## src/rtl/mem_axi_access.sv

```systemverilog
// MEM-stage data-memory access unit: single-beat AXI4-Lite master with MIPS lane steering.
// Optional MEM_ALIGN_CHECK_EN: misaligned halfword/word accesses complete locally with mem_addr_err.
module mem_axi_access #(
    parameter int ADDR_W = 32,
    parameter int DATA_W = 32
) (
    input  logic              clk,
    input  logic              rst,
    input  logic              mem_req_valid,
    input  logic [2:0]        mem_op,
    input  logic [ADDR_W-1:0] mem_addr,
    input  logic [DATA_W-1:0] mem_store_data,
    output logic              mem_stall,
    output logic              mem_done,
    output logic [DATA_W-1:0] mem_load_data,
    output logic              mem_bus_err,
    output logic              mem_addr_err,
    output logic [ADDR_W-1:0] m_awaddr,
    output logic              m_awvalid,
    input  logic              m_awready,
    output logic [DATA_W-1:0] m_wdata,
    output logic [3:0]        m_wstrb,
    output logic              m_wvalid,
    input  logic              m_wready,
    input  logic [1:0]        m_bresp,
    input  logic              m_bvalid,
    output logic              m_bready,
    output logic [ADDR_W-1:0] m_araddr,
    output logic              m_arvalid,
    input  logic              m_arready,
    input  logic [DATA_W-1:0] m_rdata,
    input  logic [1:0]        m_rresp,
    input  logic              m_rvalid,
    output logic              m_rready
);

    // state   | meaning
    // IDLE    | waiting for a memory instruction
    // RD_ADDR | AR channel valid, waiting for arready
    // RD_DATA | R channel ready, waiting for rvalid
    // WR      | AW and W valid, each dropping after its own handshake
    // WR_RESP | B channel ready, waiting for bvalid
    // DONE    | result presented to MEM/WB for one cycle
    typedef enum logic [2:0] {IDLE, RD_ADDR, RD_DATA, WR, WR_RESP, DONE} state_t;

    localparam logic [2:0] OP_LB  = 3'b000;
    localparam logic [2:0] OP_LBU = 3'b001;
    localparam logic [2:0] OP_LH  = 3'b010;
    localparam logic [2:0] OP_LHU = 3'b011;
    localparam logic [2:0] OP_LW  = 3'b100;
    localparam logic [2:0] OP_SB  = 3'b101;
    localparam logic [2:0] OP_SH  = 3'b110;
    localparam logic [2:0] OP_SW  = 3'b111;

    state_t            state, state_nx;
    logic [2:0]        op_q;
    logic [ADDR_W-1:0] addr_q;
    logic [DATA_W-1:0] wdata_q;
    logic [3:0]        wstrb_q;
    logic [DATA_W-1:0] load_q;
    logic              bus_err_q;
    logic              addr_err_q;
    logic              aw_done_q;
    logic              w_done_q;

    logic              is_store;
    logic              misalign;
    logic [DATA_W-1:0] lane_wdata;
    logic [3:0]        lane_wstrb;
    logic [DATA_W-1:0] rdata_shift;
    logic [7:0]        rd_byte;
    logic [15:0]       rd_half;
    logic [DATA_W-1:0] load_ext;

    assign is_store = mem_op[2] & (mem_op[1] | mem_op[0]);

`ifdef MEM_ALIGN_CHECK_EN
    assign misalign = ((mem_op == OP_LH || mem_op == OP_LHU || mem_op == OP_SH) && mem_addr[0]) ||
                      ((mem_op == OP_LW || mem_op == OP_SW) && (mem_addr[1:0] != 2'b00));
`else
    assign misalign = 1'b0;
`endif

    always_comb begin
        lane_wdata = '0;
        lane_wstrb = 4'b0000;
        case (mem_op)
            OP_SB: begin
                lane_wdata = {4{mem_store_data[7:0]}};
                lane_wstrb = 4'b0001 << mem_addr[1:0];
            end
            OP_SH: begin
                lane_wdata = {2{mem_store_data[15:0]}};
                lane_wstrb = mem_addr[1] ? 4'b1100 : 4'b0011;
            end
            OP_SW: begin
                lane_wdata = mem_store_data;
                lane_wstrb = 4'b1111;
            end
            default: ;
        endcase
    end

    // Byte/halfword extraction uses the latched address, so rdata can be consumed the cycle it arrives.
    assign rdata_shift = m_rdata >> {addr_q[1:0], 3'b000};
    assign rd_byte     = rdata_shift[7:0];
    assign rd_half     = addr_q[1] ? m_rdata[31:16] : m_rdata[15:0];

    always_comb begin
        load_ext = '0;
        case (op_q)
            OP_LB:   load_ext = {{(DATA_W-8){rd_byte[7]}}, rd_byte};
            OP_LBU:  load_ext = {{(DATA_W-8){1'b0}}, rd_byte};
            OP_LH:   load_ext = {{(DATA_W-16){rd_half[15]}}, rd_half};
            OP_LHU:  load_ext = {{(DATA_W-16){1'b0}}, rd_half};
            OP_LW:   load_ext = m_rdata;
            default: load_ext = '0;
        endcase
    end

    always_ff @(posedge clk) begin
        if (rst) begin
            state      <= IDLE;
            op_q       <= 3'b000;
            addr_q     <= '0;
            wdata_q    <= '0;
            wstrb_q    <= 4'b0000;
            load_q     <= '0;
            bus_err_q  <= 1'b0;
            addr_err_q <= 1'b0;
            aw_done_q  <= 1'b0;
            w_done_q   <= 1'b0;
        end else begin
            state <= state_nx;
            case (state)
                IDLE: begin
                    if (mem_req_valid) begin
                        op_q       <= mem_op;
                        addr_q     <= mem_addr;
                        wdata_q    <= (is_store && !misalign) ? lane_wdata : '0;
                        wstrb_q    <= (is_store && !misalign) ? lane_wstrb : 4'b0000;
                        load_q     <= '0;
                        bus_err_q  <= 1'b0;
                        addr_err_q <= misalign;
                        aw_done_q  <= 1'b0;
                        w_done_q   <= 1'b0;
                    end
                end
                RD_DATA: begin
                    if (m_rvalid) begin
                        load_q    <= load_ext;
                        bus_err_q <= (m_rresp != 2'b00);
                    end
                end
                WR: begin
                    if (m_awready) aw_done_q <= 1'b1;
                    if (m_wready)  w_done_q  <= 1'b1;
                end
                WR_RESP: begin
                    if (m_bvalid) bus_err_q <= (m_bresp != 2'b00);
                end
                default: ;
            endcase
        end
    end

    always_comb begin
        state_nx  = state;
        m_arvalid = 1'b0;
        m_rready  = 1'b0;
        m_awvalid = 1'b0;
        m_wvalid  = 1'b0;
        m_bready  = 1'b0;
        mem_done  = 1'b0;
        case (state)
            IDLE: begin
                if (mem_req_valid) begin
                    if (misalign)      state_nx = DONE;
                    else if (is_store) state_nx = WR;
                    else               state_nx = RD_ADDR;
                end
            end
            RD_ADDR: begin
                m_arvalid = 1'b1;
                if (m_arready) state_nx = RD_DATA;
            end
            RD_DATA: begin
                m_rready = 1'b1;
                if (m_rvalid) state_nx = DONE;
            end
            WR: begin
                m_awvalid = !aw_done_q;
                m_wvalid  = !w_done_q;
                if ((aw_done_q || m_awready) && (w_done_q || m_wready)) state_nx = WR_RESP;
            end
            WR_RESP: begin
                m_bready = 1'b1;
                if (m_bvalid) state_nx = DONE;
            end
            DONE: begin
                mem_done = 1'b1;
                state_nx = IDLE;
            end
            default: state_nx = IDLE;
        endcase
    end

    assign mem_stall     = mem_req_valid && (state != DONE);
    assign mem_load_data = (state == DONE) ? load_q : '0;
    assign mem_bus_err   = (state == DONE) && bus_err_q;
    assign mem_addr_err  = (state == DONE) && addr_err_q;

    assign m_araddr = {addr_q[ADDR_W-1:2], 2'b00};
    assign m_awaddr = {addr_q[ADDR_W-1:2], 2'b00};
    assign m_wdata  = wdata_q;
    assign m_wstrb  = wstrb_q;

endmodule

```

## config.mk

```make
export PLATFORM = sky130hd
export DESIGN_NAME = mem_axi_access
export DESIGN_NICKNAME = d
export VERILOG_FILES = /design/src/rtl/mem_axi_access.sv
export SDC_FILE = /design/constraint.sdc
export NUM_CORES = 1
export LEC_CHECK = 0
export BUFFER_PORTS_ARGS = -buffer_cell sky130_fd_sc_hd__buf_2
export CELL_PAD_IN_SITES_DETAIL_PLACEMENT = 0
export CELL_PAD_IN_SITES_GLOBAL_PLACEMENT = 1
export CORE_MARGIN = 2
export CORE_UTILIZATION = 36
export CTS_CLUSTER_DIAMETER = 100
export DETAILED_ROUTE_END_ITERATION = 16
export HOLD_SLACK_MARGIN = 0.06
export PLACE_DENSITY = 0.92
export SYNTH_ARGS = -nofsm -noshare
export SYNTH_HDL_FRONTEND = slang
export SYNTH_SLANG_ARGS = --single-unit
```

## constraint.sdc

```tcl
create_clock -name clk -period 4.4 [get_ports clk]
set_clock_uncertainty 0.1 [all_clocks]
set_input_delay 0.44 -clock clk [delete_from_list [all_inputs] [get_ports clk]]
set_output_delay 0.44 -clock clk [all_outputs]
set_load 0.05 [all_outputs]
```

==> results.py, run 1 <==
metrics = {
    "outcome": {
        "status": "finished, final reports clean",
    },
    "sta": {
        "worst_pin_slew_ns": 0.9910,
        "setup-violations-final": 0,
        "fin_crit_sh_pct": 59.95,
        "timing.final.hold_violations": 0,
        "relSlewSlack_pct": 33.70,
        "fmax_mhz": 379.1,
        "slew_violations": 0,
        "setup_slack_ns": 1.762,
        "finalCriticalPeriod_ns": 2.638,
        "fin_setup_tns_ns": 0,
        "rsz0062_at_grt": "false",
    },
    "yosys": {
        "synth_common_cells": "dfxtp_1 (109), nand2_1 (92), buf_4 (66)",
        "synth.distinct_cells": 45,
        "yosysMostFrequentCell": "dfxtp_1",
        "synth_warnings": 0,
        "synth_cells": 654,
        "synth_top_flop_cell": "dfxtp_1",
        "ys_ff_latch": 109,
        "yosysSeqAreaShare_pct": 38.88,
        "synth_edf_count": 0,
        "yosys.area.top_type": "dfxtp_1",
        "synth_top_area_share_pct": 38.88,
        "syn_avg_cell_area_um2": 8.582,
        "synth_area_um2": 5613,
        "synth_area_leaders": "dfxtp_1 (39%), buf_4 (8.8%), nand2_1 (6.2%), a21oi_1 (5.8%), a22oi_1 (5.1%)",
        "async_reset_ff_share_pct": 0,
    },
    "drt": {
        "drt-pass1-iter-count": 4,
        "vias": 5099,
        "wl_per_cell_um": 15.60,
        "viasPerCell": 5.104,
        "drt-initial-drc-count": 238,
        "wl_um": 15580,
        "drc_errors": 0,
        "ant_nets": 0,
    },
    "global_routing": {
        "grt_max_degree": 80,
        "antenna_found_initial": 2,
        "grt_pass1_wl_um": 23190,
        "overflow": 0,
        "grt_pass1_vias": 4446,
        "grtUsageTotal_pct": 17.68,
    },
    "pwr": {
        "p_clk_share_pct": 28.9,
        "p_sw_mw": 1.137,
        "seq_power_share_pct": 39.1,
        "power.share.combinational_pct": 32.0,
        "p_per_area_nw_per_um2": 435.5,
        "p_int_mw": 1.794,
        "leakage_nw": 3.158,
        "vdd_drop_max_mv": 0.1870,
        "switching_share_pct": 38.80,
    },
    "clock_network": {
        "cts_tree": "done",
        "post_cts_resized": 0,
        "cts_setup_buffers": 0,
        "clkLatencyLatePin_ns": 0.35,
        "cts_buffers": 9,
        "clk_pin_slew_ns": 0.08,
        "cts_root_buf": "clkbuf_16",
        "cts_htree_levels": 3,
        "cts_buffer_depth": 2,
        "cts_num_sinks": 109,
        "cts_hold_buf": 0,
    },
    "floorplan": {
        "rows": 45,
        "die_w_um": 128.9,
        "die_area_um2": 16610,
        "core_um2": 15200,
        "start_util_pct": 36.92,
        "die_h_um": 128.9,
        "ios": 252,
    },
    "setup_path": {
        "path_class": "flip-flop to flip-flop",
        "crit_fanout": 21,
        "cp_top_family": "compound AO/OA/AOI/OAI gates",
        "cp_num_buf_inv": 0,
        "cp-start-kind": "flip-flop",
        "arrival_ns": 2.84,
        "path_cells": "mux2_2 > nor2_1 > a2111oi_4 > a221o_2",
        "critPathRequiredTime_ns": 4.60,
        "crit_slowest_cell": "dfxtp_1",
        "max_stage_delay_ns": 0.93,
        "end_kind": "flip-flop",
    },
    "cells_and_area": {
        "synthToLayoutAreaGrowth_pct": 19.91,
        "final_cell_area_um2": 6730,
        "final_nets": 916,
        "drive_above_1_share_pct": 37.41,
    },
    "placement": {
        "place_area_um2": 6419,
        "hpwlAfterDp_um": 11320,
        "place_congestion": 0.8065,
        "preCtsSetupSlack_ns": 1.870,
        "port_buffers": 246,
    },
    "run": {
        "maxCapViolCount": 0,
    },
    "min_path": {
        "hp-class": "input pin to flip-flop",
    },
}
-- per-stage QoR --
step	util [%]	hold WS (ns)	std cells	total power [mW]
final	44.27	0.2229	999	2.931
after CTS	44.26	0.2065	998	2.965
after global routing	44.26	0.2151	998	3.074
after global placement	42.22	0.3293	982	2.100
after detailed placement	42.22	0.3374	982	2.110
after floorplan	-	0.3176	658	1.970
-- routing by layer --
metal | vias to the layer above | GRT usage [%] | share of wire [%]
met5 | - | 0 | 0.051
met4 | 2 | 3.517 | 0.68
met3 | 8 | 6.694 | 8.4
met2 | 189 | 29.23 | 47
met1 | 2362 | 22.15 | 44
li1 | 2538 | - | -
-- worst reg2reg max path, stage by stage (launching register included) --
cell,delay (ns)
dfxtp_1,0.93
mux2_2,0.34
nor2_1,0.07
a2111oi_4,0.91
a221o_2,0.23
-- registers in the layout (all words and copies together) (netlist names) --
| name | count |
|---|---|
| aw_done_q | 1 |
| addr_q | 32 |
| op_q | 3 |
| state | 3 |
| bus_err_q | 1 |
| m_wdata | 32 |
| w_done_q | 1 |
| load_q | 32 |
| m_wstrb | 4 |
-- power groups by stage --
stage / Clock (mW) / Combinational, mW / Sequential (mW)
detailed placement: 0 / 0.943 / 1.17
finish: 0.848 / 0.938 / 1.14
floorplan: 0 / 0.776 / 1.19
global placement: 0 / 0.935 / 1.16
global route: 0.913 / 1.00 / 1.16
CTS: 0.877 / 0.943 / 1.14
-- worst paths after layout --
path / slack [ns] / depth (start not counted) / to / startpoint
worst min-delay path: 0.22 / 3 / addr_q[19] / mem_addr[19]
worst max-delay path: 1.76 / 4 / load_q[22] / addr_q[1]
worst max register to register: 1.76 / 4 / load_q[22] / addr_q[1]
worst min register to register: 0.35 / 1 / load_q[15] / load_q[15]
-- logic make-up (layout without fill, tap and decap cells) --
logic type	after synthesis	in the layout	synth area share (%)
simple gates	199	199	16.74
flops	109	109	38.88
mux	38	38	7.378
other cells	1	6	0.06681
compound gates	184	184	23.45
buf+inv	123	275	13.49
-- cell type report --
type,count,area [um2]
Clock buffer,11,242.7
Clock inverter,5,66.31
Sequential cell,109,2182
Antenna cell,1,2.502
Timing Repair Buffer,253,1284
Multi-Input combinational cell,426,2695
Fill cell,1539,8472
Tap cell,188,235.2
Inverter,6,22.52
-- placed cells by master (no fill, tap or decap), types with 5 or more instances in the layout --
| cell | count |
|---|---|
| a21oi_1 | 64 |
| nand2_1 | 91 |
| mux2_2 | 17 |
| dfxtp_1 | 109 |
| a32oi_1 | 7 |
| a221o_2 | 10 |
| a221o_1 | 6 |
| buf_2 | 246 |
| o21ai_0 | 11 |
| a22o_1 | 23 |
| o211ai_1 | 8 |
| clkbuf_16 | 9 |
| conb_1 | 5 |
| a22oi_1 | 38 |
| buf_4 | 7 |
| inv_1 | 6 |
| and2_1 | 36 |
| nor3b_1 | 6 |
| nor2_1 | 45 |
| mux2i_1 | 20 |
(Power assumes the default switching activity.)
==> run 2, diff against run 1 <==
--- a/config.mk
+++ b/config.mk
@@ -5,15 +5,16 @@
 export SDC_FILE = /design/constraint.sdc
 export NUM_CORES = 1
 export LEC_CHECK = 0
+export ABC_AREA = 1
 export BUFFER_PORTS_ARGS = -buffer_cell sky130_fd_sc_hd__buf_2
 export CELL_PAD_IN_SITES_DETAIL_PLACEMENT = 0
 export CELL_PAD_IN_SITES_GLOBAL_PLACEMENT = 1
 export CORE_MARGIN = 2
-export CORE_UTILIZATION = 36
+export CORE_UTILIZATION = 32
 export CTS_CLUSTER_DIAMETER = 100
 export DETAILED_ROUTE_END_ITERATION = 16
 export HOLD_SLACK_MARGIN = 0.06
-export PLACE_DENSITY = 0.92
+export PLACE_DENSITY = 0.87
 export SYNTH_ARGS = -nofsm -noshare
 export SYNTH_HDL_FRONTEND = slang
 export SYNTH_SLANG_ARGS = --single-unit
==> constraint.sdc (replaced) <==
create_clock -name clk -period 2.5 [get_ports clk]
set_clock_uncertainty 0.1 [all_clocks]
set_input_delay 0.25 -clock clk [delete_from_list [all_inputs] [get_ports clk]]
set_output_delay 0.25 -clock clk [all_outputs]
set_load 0.05 [all_outputs]
==> results.py, run 2 <==
metrics = {
    "setup_path": {
        "crit_fanout": 34,
        "max_stage_delay_ns": 0.51,
        "path_class": "flip-flop to output pin",
        "worstReg2RegStart": "op_q[2]",
        "r2r-end": "load_q[3]",
        "cp_top_family": "buffers and inverters",
        "reg2regPathDepth": 6,
        "ff2ff_setup_slack_ns": 0.63,
        "crit_slowest_cell": "dfxtp_1",
        "arrival_ns": 1.92,
        "end_kind": "output pin",
        "critPathRequiredTime_ns": 2.15,
        "cp_num_buf_inv": 3,
        "cp-start-kind": "flip-flop",
        "path_cells": "inv_1 > nor3_2 > inv_2 > nor2_1 > buf_2",
    },
    "global_routing": {
        "grt_pass1_vias": 5787,
        "grtUsageTotal_pct": 18.11,
        "antenna_found_initial": 1,
        "overflow": 0,
        "grt_pass1_wl_um": 28990,
        "grt_max_degree": 61,
    },
    "min_path": {
        "worstHoldStart": "mem_store_data[5]",
        "hp-class": "input pin to flip-flop",
        "worstHoldEndpoint": "m_wdata[5]",
        "min_path_cells": 3,
    },
    "yosys": {
        "synth_area_leaders": "dfxtp_1 (36%), nand2_1 (23%), buf_4 (9.0%), a21oi_1 (8.9%), nor2_1 (5.4%)",
        "yosys.area.top_type": "dfxtp_1",
        "synth_top_flop_cell": "dfxtp_1",
        "synth_cells": 961,
        "ys_ff_latch": 109,
        "async_reset_ff_share_pct": 0,
        "synth_common_cells": "nand2_1 (371), dfxtp_1 (109), a21oi_1 (107)",
        "synth_edf_count": 0,
        "synth.distinct_cells": 24,
        "yosysMostFrequentCell": "nand2_1",
        "synth_warnings": 0,
        "yosysSeqAreaShare_pct": 36.36,
        "synth_top_area_share_pct": 36.36,
        "synth_area_um2": 6002,
        "syn_avg_cell_area_um2": 6.246,
    },
    "sta": {
        "rsz0062_at_grt": "false",
        "fmax_mhz": 440.9,
        "setup-violations-final": 0,
        "fin_crit_sh_pct": 90.72,
        "timing.final.hold_violations": 0,
        "finalCriticalPeriod_ns": 2.268,
        "relSlewSlack_pct": 55.28,
        "slew_violations": 0,
        "worst_pin_slew_ns": 0.6709,
        "fin_hold_ws_ns": 0.07823,
        "setup_slack_ns": 0.2320,
    },
    "placement": {
        "place_area_um2": 6922,
        "place_congestion": 0.8110,
        "hpwlAfterDp_um": 12630,
        "port_buffers": 246,
        "preCtsSetupSlack_ns": 0.6051,
    },
    "floorplan": {
        "rows": 50,
        "die_h_um": 141.0,
        "die_w_um": 141.0,
        "core_um2": 18580,
        "die_area_um2": 19870,
        "start_util_pct": 32.30,
        "ios": 252,
    },
    "drt": {
        "drt-pass1-iter-count": 4,
        "vias": 6256,
        "drt-initial-drc-count": 270,
        "wl_per_cell_um": 12.82,
        "ant_nets": 0,
        "wl_um": 17900,
        "drc_errors": 0,
        "viasPerCell": 4.481,
    },
    "cells_and_area": {
        "final_cell_mix": "nand2_1 (371), buf_2 (245), dfxtp_1 (109)",
        "final_cell_area_um2": 7602,
        "final_nets": 1265,
        "final_common_cell": "nand2_1",
        "drive_above_1_share_pct": 25.02,
        "final_util_pct": 40.92,
        "synthToLayoutAreaGrowth_pct": 26.66,
        "fillers": 2059,
    },
    "outcome": {
        "status": "finished, final reports clean",
    },
    "run": {
        "maxCapViolCount": 0,
    },
    "clock_network": {
        "cts_num_sinks": 109,
        "clkLatencyLatePin_ns": 0.36,
        "cts_setup_buffers": 0,
        "cts_buffers": 9,
        "cts_htree_levels": 3,
        "clk_pin_slew_ns": 0.07,
        "cts_tree": "done",
        "cts_buffer_depth": 2,
        "cts_root_buf": "clkbuf_16",
    },
    "pwr": {
        "vdd_drop_max_mv": 0.4052,
        "p_per_area_nw_per_um2": 934.8,
        "total_power_mw": 7.107,
        "leakage_nw": 3.757,
    },
}
==> run 2: worst max-delay path by stage <==
stage                  start                end  slack (ns)  depth (start not counted)
floorplan           state[2]  mem_load_data[10]       -0.13                          6
global placement    state[2]  mem_load_data[31]        0.61                          5
detailed placement  state[2]  mem_load_data[29]        0.61                          5
CTS                 state[2]  mem_load_data[29]        0.21                          5
global route        state[2]   mem_load_data[6]        0.05                          5
finish              state[2]  mem_load_data[31]        0.23                          5
==> run 2: layout make-up <==
| class | instances | area, um2 | share of cell area [%] |
|---|---|---|---|
| diodes | 3 | 7.507 | 0.09875 |
| well taps | 234 | 292.8 | 3.851 |
| multi-input cells | 653 | 2759 | 36.29 |
| clock buffers | 10 | 229.0 | 3.012 |
| clock inverters | 6 | 93.84 | 1.234 |
| inverters | 89 | 334.1 | 4.394 |
| flip-flops and latches | 109 | 2182 | 28.70 |
| repair buffers | 292 | 1704 | 22.42 |
==> run 2: power by group <==
| part | internal, mW | switching (mW) |
|---|---|---|
| sequential | 2.00 | 0.223 |
| clock | 0.889 | 0.704 |
| combinational | 0.873 | 2.41 |
| total | 3.76 | 3.34 |
==> run 2: worst min-delay path: cells and delay by family <==
kind                   cells  cell delay (ns)
buffers and inverters      1             0.11
and+or+nand+nor            1             0.06
AOI/OAI and AO/OA          1             0.06
==> run 2: layer usage <==
metal	part of all wire (%)	GRT usage, %	wire [um]	vias up
li1	-	-	-	3276
met1	45	22.77	8018	2766
met2	46	29.91	8217	190
met3	7.4	5.537	1332	24
met4	1.8	5.526	327	0
met5	0	0	0	-
==> run 2: cell families after synthesis <==
family	share of synthesized area, %
compound gates	10.86
other cells	0.06248
simple gates	34.71
buf+inv	18.01
flops	36.36
==> run 2: what timing repair did <==
action / in CTS / in global routing
resized for setup: 0 / 0
endpoints found under the setup margin: 0 / 0
hold buffers: 35 / 0
endpoints found under the hold margin: 35 / 0
==> run 2: metrics by stage <==
step | std cells | TNS, ns
after global placement | 1342 | 0
after CTS | 1393 | 0
after global routing | 1393 | 0
final | 1396 | 0
after floorplan | 965 | -3.807
after detailed placement | 1342 | 0
==> run 3, diff against run 2 <==
--- a/config.mk
+++ b/config.mk
@@ -10,11 +10,11 @@
 export CELL_PAD_IN_SITES_DETAIL_PLACEMENT = 0
 export CELL_PAD_IN_SITES_GLOBAL_PLACEMENT = 1
 export CORE_MARGIN = 2
-export CORE_UTILIZATION = 32
+export CORE_UTILIZATION = 26
 export CTS_CLUSTER_DIAMETER = 100
 export DETAILED_ROUTE_END_ITERATION = 16
 export HOLD_SLACK_MARGIN = 0.06
-export PLACE_DENSITY = 0.87
+export PLACE_DENSITY = 0.74
 export SYNTH_ARGS = -nofsm -noshare
 export SYNTH_HDL_FRONTEND = slang
 export SYNTH_SLANG_ARGS = --single-unit
==> results.py, run 3 (synthesized netlist as in run 2, its figures left out) <==
metrics = {
    "cells_and_area": {
        "final_util_pct": 33.84,
        "final_common_cell": "nand2_1",
        "synthToLayoutAreaGrowth_pct": 27.64,
        "fillers": 2578,
        "drive_above_1_share_pct": 25.28,
        "final_cell_mix": "nand2_1 (371), buf_2 (245), dfxtp_1 (109)",
        "final_nets": 1269,
    },
    "sta": {
        "fin_crit_sh_pct": 93.20,
        "timing.final.hold_violations": 0,
        "fmax_mhz": 429.2,
        "setup-violations-final": 0,
        "setup_slack_ns": 0.1701,
        "worst_pin_slew_ns": 0.7552,
        "rsz0062_at_grt": "false",
        "slew_violations": 0,
        "fin_hold_ws_ns": 0.07127,
        "fin_setup_tns_ns": 0,
        "relSlewSlack_pct": 49.53,
        "finalCriticalPeriod_ns": 2.330,
    },
    "floorplan": {
        "die_w_um": 155.9,
        "die_area_um2": 24320,
        "die_h_um": 155.9,
        "start_util_pct": 26.51,
        "ios": 252,
        "core_um2": 22640,
        "rows": 55,
    },
    "min_path": {
        "worstHoldEndpoint": "m_wdata[7]",
        "min_path_cells": 3,
        "worstHoldStart": "mem_store_data[7]",
        "hp-class": "input pin to flip-flop",
    },
    "setup_path": {
        "crit_fanout": 34,
        "arrival_ns": 1.98,
        "reg2regPathDepth": 6,
        "cp-start-kind": "flip-flop",
        "end_kind": "output pin",
        "ff2ff_setup_slack_ns": 0.54,
        "path_class": "flip-flop to output pin",
        "critPathRequiredTime_ns": 2.15,
        "worstReg2RegStart": "state[2]",
        "r2r-end": "load_q[3]",
    },
    "pwr": {
        "vdd_drop_max_mv": 0.4445,
        "p_int_mw": 3.673,
        "total_power_mw": 7.112,
        "p_per_area_nw_per_um2": 928.3,
        "power.share.combinational_pct": 47.2,
        "seq_power_share_pct": 31.1,
        "p_clk_share_pct": 21.7,
        "leakage_nw": 3.769,
        "p_sw_mw": 3.439,
        "switching_share_pct": 48.36,
    },
    "global_routing": {
        "grtUsageTotal_pct": 15.80,
        "grt_pass1_vias": 5905,
        "grt_pass1_wl_um": 30380,
        "antenna_found_initial": 2,
        "grt_max_degree": 79,
        "overflow": 0,
    },
    "clock_network": {
        "cts_root_buf": "clkbuf_16",
        "cts_setup_buffers": 0,
        "clkLatencyLatePin_ns": 0.36,
        "cts_tree": "done",
        "cts_htree_levels": 3,
        "cts_buffers": 9,
        "cts_buffer_depth": 2,
        "cts_num_sinks": 109,
        "clk_pin_slew_ns": 0.08,
    },
    "placement": {
        "preCtsSetupSlack_ns": 0.4841,
        "port_buffers": 246,
        "hpwlAfterDp_um": 14350,
        "place_congestion": 0.8210,
    },
    "drt": {
        "viasPerCell": 4.366,
        "wl_per_cell_um": 13.53,
        "drc_errors": 0,
        "drt-initial-drc-count": 289,
        "vias": 6326,
        "drt-pass1-iter-count": 4,
        "wl_um": 19600,
        "ant_nets": 0,
    },
    "run": {
        "maxCapViolCount": 0,
    },
    "outcome": {
        "status": "finished, final reports clean",
    },
}
run 3: changes by cell type in the layout (fill, tap and decap cells not counted), moves of 2 or more:
cell / before / now
inv_8: 0 / 2
buf_12: 3 / 1
buf_4: 9 / 14
diode_2: 3 / 1
run 3: area by class of cell:
cell class	count	area [um2]	share of cell area, %
antenna	1	2.502	0.03266
multi-input combinational	653	2759	36.01
sequential	109	2182	28.48
inverter	89	336.6	4.393
clock inverter	7	87.58	1.143
timing repair buffer	296	1712	22.34
tap	285	356.6	4.655
clock buffer	9	225.2	2.940
run 3: critical path, cell delays in order, from the launching register on:
cell and delay, ns:
dfxtp_1 0.52, inv_1 0.15, nor3_2 0.28, inv_4 0.19, nor2_1 0.17, buf_2 0.29
run 3: power groups by stage:
stage                     Combinational [mW]  Clock [mW]  Sequential, mW
after floorplan                         2.70           0            2.34
after detailed placement                3.36           0            2.25
after global routing                    3.71        1.66            2.26
after global placement                  3.35           0            2.24
final                                   3.36        1.54            2.21
after CTS                               3.41        1.59            2.21
run 3: how the worst max path moves through the flow:
| stage | startpoint | to | cells past startpoint |
|---|---|---|---|
| after floorplan | state[2] | mem_load_data[10] | 6 |
| after global placement | state[2] | mem_load_data[31] | 5 |
| after detailed placement | state[2] | mem_load_data[31] | 5 |
| after CTS | state[2] | mem_load_data[31] | 5 |
| after global routing | state[2] | mem_load_data[0] | 5 |
| final | state[2] | mem_load_data[26] | 5 |
run 3: routing by layer:
layer  part of all wire (%)  global-route usage (%)
met1                     44                   19.70
met2                     46                   26.42
met3                    8.6                   4.750
met4                    1.0                   4.456
met5                  0.066                       0
run 3: repair_timing:
item,in CTS,in global routing
resized for setup,0,2
hold buffers,36,0
endpoints found under the hold margin,37,0
endpoints found under the setup margin,0,19
run 3: stage by stage:
step	cells	cell area (um2)
floorplan	965	6022
global placement	1396	6983
detailed placement	1396	6983
CTS	1448	7656
global route	1448	7659
finish	1449	7661
